**config.mk**
```make
export PLATFORM = sky130hd
export DESIGN_NAME = wb_rr_arbiter
export DESIGN_NICKNAME = d
export VERILOG_FILES = /design/src/rtl/wb_rr_arbiter.sv
export SDC_FILE = /design/constraint.sdc
export NUM_CORES = 1
export LEC_CHECK = 0
export BUFFER_PORTS_ARGS = -buffer_cell sky130_fd_sc_hd__buf_4
export CORE_AREA = 2 2 312 314
export CTS_CLUSTER_DIAMETER = 80
export CTS_CLUSTER_SIZE = 12
export DETAILED_ROUTE_END_ITERATION = 8
export DIE_AREA = 0 0 314 316
export GPL_TIMING_DRIVEN = 0
export SYNTH_ARGS = -nofsm -noshare
export SYNTH_HDL_FRONTEND = slang
export SYNTH_SLANG_ARGS = --single-unit
```
**constraint.sdc**
```tcl
create_clock -name clk -period 1.4 [get_ports clk]
set_clock_uncertainty 0.1 [all_clocks]
set_input_delay 0.07 -clock clk [delete_from_list [all_inputs] [get_ports clk]]
set_output_delay 0.07 -clock clk [all_outputs]
set_load 0.1 [all_outputs]
```
**src/rtl/wb_rr_arbiter.sv**
```systemverilog
// Round-robin arbiter letting NUM_MASTERS classic Wishbone masters share one slave.
// One cycle of grant latency, no preemption, and an optional watchdog that errors out stalled strobes.
module wb_rr_arbiter #(
  parameter int NUM_MASTERS = 2,
  parameter int ADDR_WIDTH  = 32,
  parameter int DATA_WIDTH  = 128,
  parameter int GRANULARITY = 8,
  parameter int TIMEOUT     = 256,
  localparam int SEL_WIDTH  = DATA_WIDTH / GRANULARITY
) (
  input  logic                              clk,
  input  logic                              rst,
  input  logic [NUM_MASTERS*ADDR_WIDTH-1:0] m_adr_i,
  input  logic [NUM_MASTERS*DATA_WIDTH-1:0] m_dat_i,
  input  logic [NUM_MASTERS-1:0]            m_we_i,
  input  logic [NUM_MASTERS*SEL_WIDTH-1:0]  m_sel_i,
  input  logic [NUM_MASTERS-1:0]            m_stb_i,
  input  logic [NUM_MASTERS-1:0]            m_cyc_i,
  output logic [DATA_WIDTH-1:0]             m_dat_o,
  output logic [NUM_MASTERS-1:0]            m_ack_o,
  output logic [NUM_MASTERS-1:0]            m_err_o,
  output logic [NUM_MASTERS-1:0]            m_rty_o,
  output logic [ADDR_WIDTH-1:0]             s_adr_o,
  output logic [DATA_WIDTH-1:0]             s_dat_o,
  output logic                              s_we_o,
  output logic [SEL_WIDTH-1:0]              s_sel_o,
  output logic                              s_stb_o,
  output logic                              s_cyc_o,
  input  logic [DATA_WIDTH-1:0]             s_dat_i,
  input  logic                              s_ack_i,
  input  logic                              s_err_i,
  input  logic                              s_rty_i,
  output logic [NUM_MASTERS-1:0]            grant_o
);

  localparam int LW = (NUM_MASTERS > 1) ? $clog2(NUM_MASTERS) : 1;
  localparam int CW = (TIMEOUT > 0) ? $clog2(TIMEOUT + 1) : 1;
  localparam logic [LW-1:0] LAST_RST = LW'(NUM_MASTERS - 1);

  logic [NUM_MASTERS-1:0] r_grant;
  logic [LW-1:0]          r_last;
  logic [CW-1:0]          r_cnt;

  logic          w_busy;
  logic          w_found;
  logic [LW-1:0] w_win;
  logic          w_stb_req;
  logic          w_term;
  logic          w_timeout;

  // While granted, r_last always equals the owner's index, so it doubles as the mux select.
  assign w_busy    = |r_grant;
  assign w_term    = s_ack_i | s_err_i | s_rty_i;
  assign w_stb_req = w_busy & m_cyc_i[r_last] & m_stb_i[r_last];
  assign w_timeout = (TIMEOUT > 0) && w_stb_req && !w_term && (r_cnt == CW'(TIMEOUT - 1));

  // Round-robin scan starting at the master after the last winner.
  always_comb begin
    logic [LW-1:0] v_idx;
    w_found = 1'b0;
    w_win   = r_last;
    v_idx   = r_last;
    for (int i = 1; i <= NUM_MASTERS; i++) begin
      v_idx = LW'((int'(r_last) + i) % NUM_MASTERS);
      if (!w_found && m_cyc_i[v_idx]) begin
        w_found = 1'b1;
        w_win   = v_idx;
      end else begin
        w_found = w_found;
      end
    end
  end

  // Slave-side mux and per-master termination routing.
  always_comb begin
    s_adr_o = m_adr_i[int'(r_last) * ADDR_WIDTH +: ADDR_WIDTH];
    s_dat_o = m_dat_i[int'(r_last) * DATA_WIDTH +: DATA_WIDTH];
    s_cyc_o = w_busy & m_cyc_i[r_last];
    s_stb_o = w_stb_req & ~w_timeout;
    s_we_o  = w_busy & m_we_i[r_last];
    if (w_busy) begin
      s_sel_o = m_sel_i[int'(r_last) * SEL_WIDTH +: SEL_WIDTH];
    end else begin
      s_sel_o = {SEL_WIDTH{1'b0}};
    end
    m_dat_o = s_dat_i;
    m_ack_o = r_grant & {NUM_MASTERS{s_ack_i}};
    m_err_o = r_grant & {NUM_MASTERS{s_err_i | w_timeout}};
    m_rty_o = r_grant & {NUM_MASTERS{s_rty_i}};
    grant_o = r_grant;
  end

  // Grant ownership, last-winner pointer and watchdog counter.
  always_ff @(posedge clk) begin
    if (rst) begin
      r_grant <= {NUM_MASTERS{1'b0}};
      r_last  <= LAST_RST;
      r_cnt   <= {CW{1'b0}};
    end else begin
      if (!w_busy) begin
        if (w_found) begin
          r_grant <= NUM_MASTERS'(1'b1) << w_win;
          r_last  <= w_win;
        end
      end else if (!m_cyc_i[r_last]) begin
        r_grant <= {NUM_MASTERS{1'b0}};
      end
      if ((TIMEOUT > 0) && w_stb_req && !w_term && !w_timeout) begin
        r_cnt <= r_cnt + CW'(1);
      end else begin
        r_cnt <= {CW{1'b0}};
      end
    end
  end

endmodule

```
==> impl_metrics.ini <==
[power_and_ir_drop]
internal-power_mw = 5.84
worst_ir_drop_vdd_mv = 0.608
power_leakage_nw = 7.16
switching_share_pct = 59.5
seq_power_share_pct = 2.6
clockPowerShare_pct = 4.1
p_per_area_nw_per_um2 = 963
switching_power_mw = 8.58
p_comb_share_pct = 93.3

[sta]
timing.final.max_slew_violations = 0
max_freq_ghz = 0.517
fin_crit_sh_pct = 138
fin_tns_setup_ps = -83360
rsz0062_at_grt = yes
finalHoldViolCount = 0
worst_slew_pin_slew_ps = 941
setup_violations = 192
slew_headroom_pct = 36.8
setup_ws_ps = -536
period_needed_ps = 1940

[die]
die-area_um2 = 99200
core-area_um2 = 96000
start_util_pct = 3.92
die_h_um = 316
ios = 806
core.rowCount = 114
fp.dieW_um = 314

[clocking]
cts_inserted_buffers = 3
cts.clk_slew.worst_paths_ps = 50
clk_latency_ps = 240
cts_tree = yes
cts_root_buffer = clkbuf_16
cts_max_level = 1
cts.sinks = 12
cts_buffer_depth = 2

[grt]
overflow = 0
use_met3_pct = 3.52
grt_first_pass_wirelength_um = 61500
grt_start_max_net_pins = 11
grt_busiest_layer = met2
grtUsageMet1_pct = 12.1
grt_antenna_before_repair = 16
gr-usage-all-layers_pct = 9.50
use_met2_pct = 15.6
first_global_vias = 6124

[detailed_routing]
routed_wl_um = 53800
postRouteAntennaNets = 0
wire_per_inst_um = 22.3
vias = 6039
detail_route.first_pass.iterations = 4
drtIter0Drc = 143
route.detailed.drc = 0
vias_per_cell = 2.50

[finish]
drive_gt1_share_pct = 96.7
final_nets = 1630
syn_to_final_growth_pct = 298
final_util_pct = 15.6
final_area_um2 = 15000
finish.cell_count_without_fillers = 2418

[critical_path]
r2r_cells = 9
worstPathMaxFanout = 3
cpPeakStageDelay_ps = 350
end_kind = primary output
reg2reg_from = r_cnt[0]
critPathKind = flop to primary output
critPathLaunchType = flop
cp.arrival_ps = 1770
rr_endpoint = r_cnt[7]
required_ps = 1230
crit_chain = ha_4, nand3_2, nor2_1, ha_2, nand2_2, o41ai_4, buf_6
r2r_setup_slack_ps = -270
slowest_stage = dfxtp_2

[status]
violations = negative setup slack
outcome = finished, violations left

[yosys]
yosys-top-cells-area = mux2_2 48%, buf_4 26%, dfxtp_1 6.4%, mux2i_1 5.1%, buf_2 2.8%
synth_top_area_share_pct = 47.9
synth_area_um2 = 3760
synth_edf_count = 0
ys_types = 28
netlist_instances = 422
syn_area_per_cell_um2 = 8.92
yosysTopAreaCell = mux2_2
synth_warnings = 0
ys_ff_latch = 12
ys.flop_type = dfxtp_1
ys_seq_area_share_pct = 6.39
syn_nets = 915
async_reset_ff_share_pct = 0

[hold_path]
hold_path.class = input pin to flop
hold_depth = 3
hold_end = grant_o[1]
min_from = m_cyc_i[1]

[placement]
portBuffers = 677
dpl-instance-area_um2 = 11400
dp.cells = 2375
place_congestion = 0.863
place_hpwl_um = 45900

[job]
maxCapViolations = 0
## layout make-up
type	count	area, um^2
inverter	3	16.3
buffer	149	1450
fill	10600	81000
sequential	12	260
antenna	6	15.0
clock buffer	4	88.8
timing repair buffer	713	8010
multi-input combinational	255	3540
tap	1276	1600
## Yosys cell counts, types with 3 or more instances
cell and number:
a211oi_2 3, a21oi_1 3, and2_1 5, buf_2 21
buf_4 130, dfxtp_1 12, inv_1 3, mux2_2 160
mux2i_1 19, nand2_1 7, nand3_1 5, nor2_1 23
nor3_1 7, o21ai_0 5, or3_1 3
## sequential cells by signal, indices dropped and copies added (netlist names)
| name | cells |
|---|---|
| r_cnt | 9 |
| r_last | 1 |
| grant_o | 2 |
## worst max-delay path: cells and delay by family (launching register included)
kind | cells | cell delay, ps
fa+ha+maj | 2 | 360
flops | 1 | 350
compound gates | 1 | 310
buf+inv | 1 | 270
simple gates | 3 | 230
## kinds of logic (layout without fill, tap and decap cells)
kind of cell               after synthesis  after routing  synth area share, %
xor gates and xnor gates                 3              3                0.698
DFF                                     12             12                 6.39
and+or+nand+nor                         54             55                 6.75
other                                    0              6                    0
muxes                                  179            179                 52.9
AOI/OAI and AO/OA                       16             16                 3.13
buffers and inverters                  156            869                 29.4
adders and majority gates                2              2                0.665
## per-stage QoR
stage	setup slack (ps)	hold slack [ps]	power, mW
after floorplan	-932	29.4	8.23
after global placement	-698	171	11.2
after detailed placement	-704	166	11.2
after CTS	-556	18.8	13.6
after global routing	-607	49.8	14.9
final	-536	35.8	14.4
## power by group through the flow
stage	clock network (mW)	logic, mW	registers, mW
2_1_floorplan	0	7.82	0.410
3_3_place_gp	0	10.9	0.369
6_report	0.592	13.5	0.380
4_1_cts	0.598	12.6	0.381
3_5_place_dp	0	10.9	0.369
5_1_grt	0.620	13.9	0.383
## layer usage
| layer | share of wire (%) | vias up |
|---|---|---|
| li1 | - | 2789 |
| met3 | 11 | 40 |
| met2 | 47 | 399 |
| met4 | 1.7 | 10 |
| met1 | 41 | 2801 |
| met5 | 0.11 | - |
## worst max-delay path by stage
stage | start | end | slack [ps] | cells after the start
after global routing | r_cnt[0] | m_err_o[1] | -610 | 7
after detailed placement | r_last | s_dat_o[122] | -700 | 4
after floorplan | grant_o[1] | m_err_o[0] | -930 | 4
after global placement | r_last | s_dat_o[84] | -700 | 5
after CTS | r_last | m_err_o[1] | -560 | 4
final | r_cnt[0] | m_err_o[1] | -540 | 7
## what timing repair did
item / in CTS / in global routing
gates resized for setup: 466 / 222
endpoints found under the setup margin: 193 / 193
hold buffers: 1 / 0
pin swaps: 10 / 22
hold endpoints to repair: 3 / 0
setup buffers: 12 / 8
cloned: 8 / 11
## cell usage in the layout, fill, tap and decap left out, types with 2 or more instances in the layout
cell type | Yosys | layout
buf_4 | 130 | 632
buf_12 | 0 | 198
mux2_4 | 0 | 160
nor2_4 | 0 | 20
mux2i_4 | 0 | 18
clkbuf_16 | 0 | 15
buf_16 | 0 | 13
diode_2 | 0 | 6
nor3_2 | 0 | 6
and2_2 | 0 | 4
nand2_1 | 7 | 4
o21ai_0 | 5 | 4
nand3_1 | 5 | 4
dfxtp_4 | 0 | 4
dfxtp_2 | 0 | 4
dfxtp_1 | 12 | 4
nor2_1 | 23 | 3
or3_1 | 3 | 3
a211oi_2 | 3 | 3
buf_6 | 1 | 3
buf_8 | 0 | 3
inv_1 | 3 | 2
nand2_2 | 0 | 2
o41ai_4 | 0 | 2
nand2_4 | 0 | 2
a21oi_1 | 3 | 2
xor2_1 | 2 | 2
(Power assumes the default switching activity.)
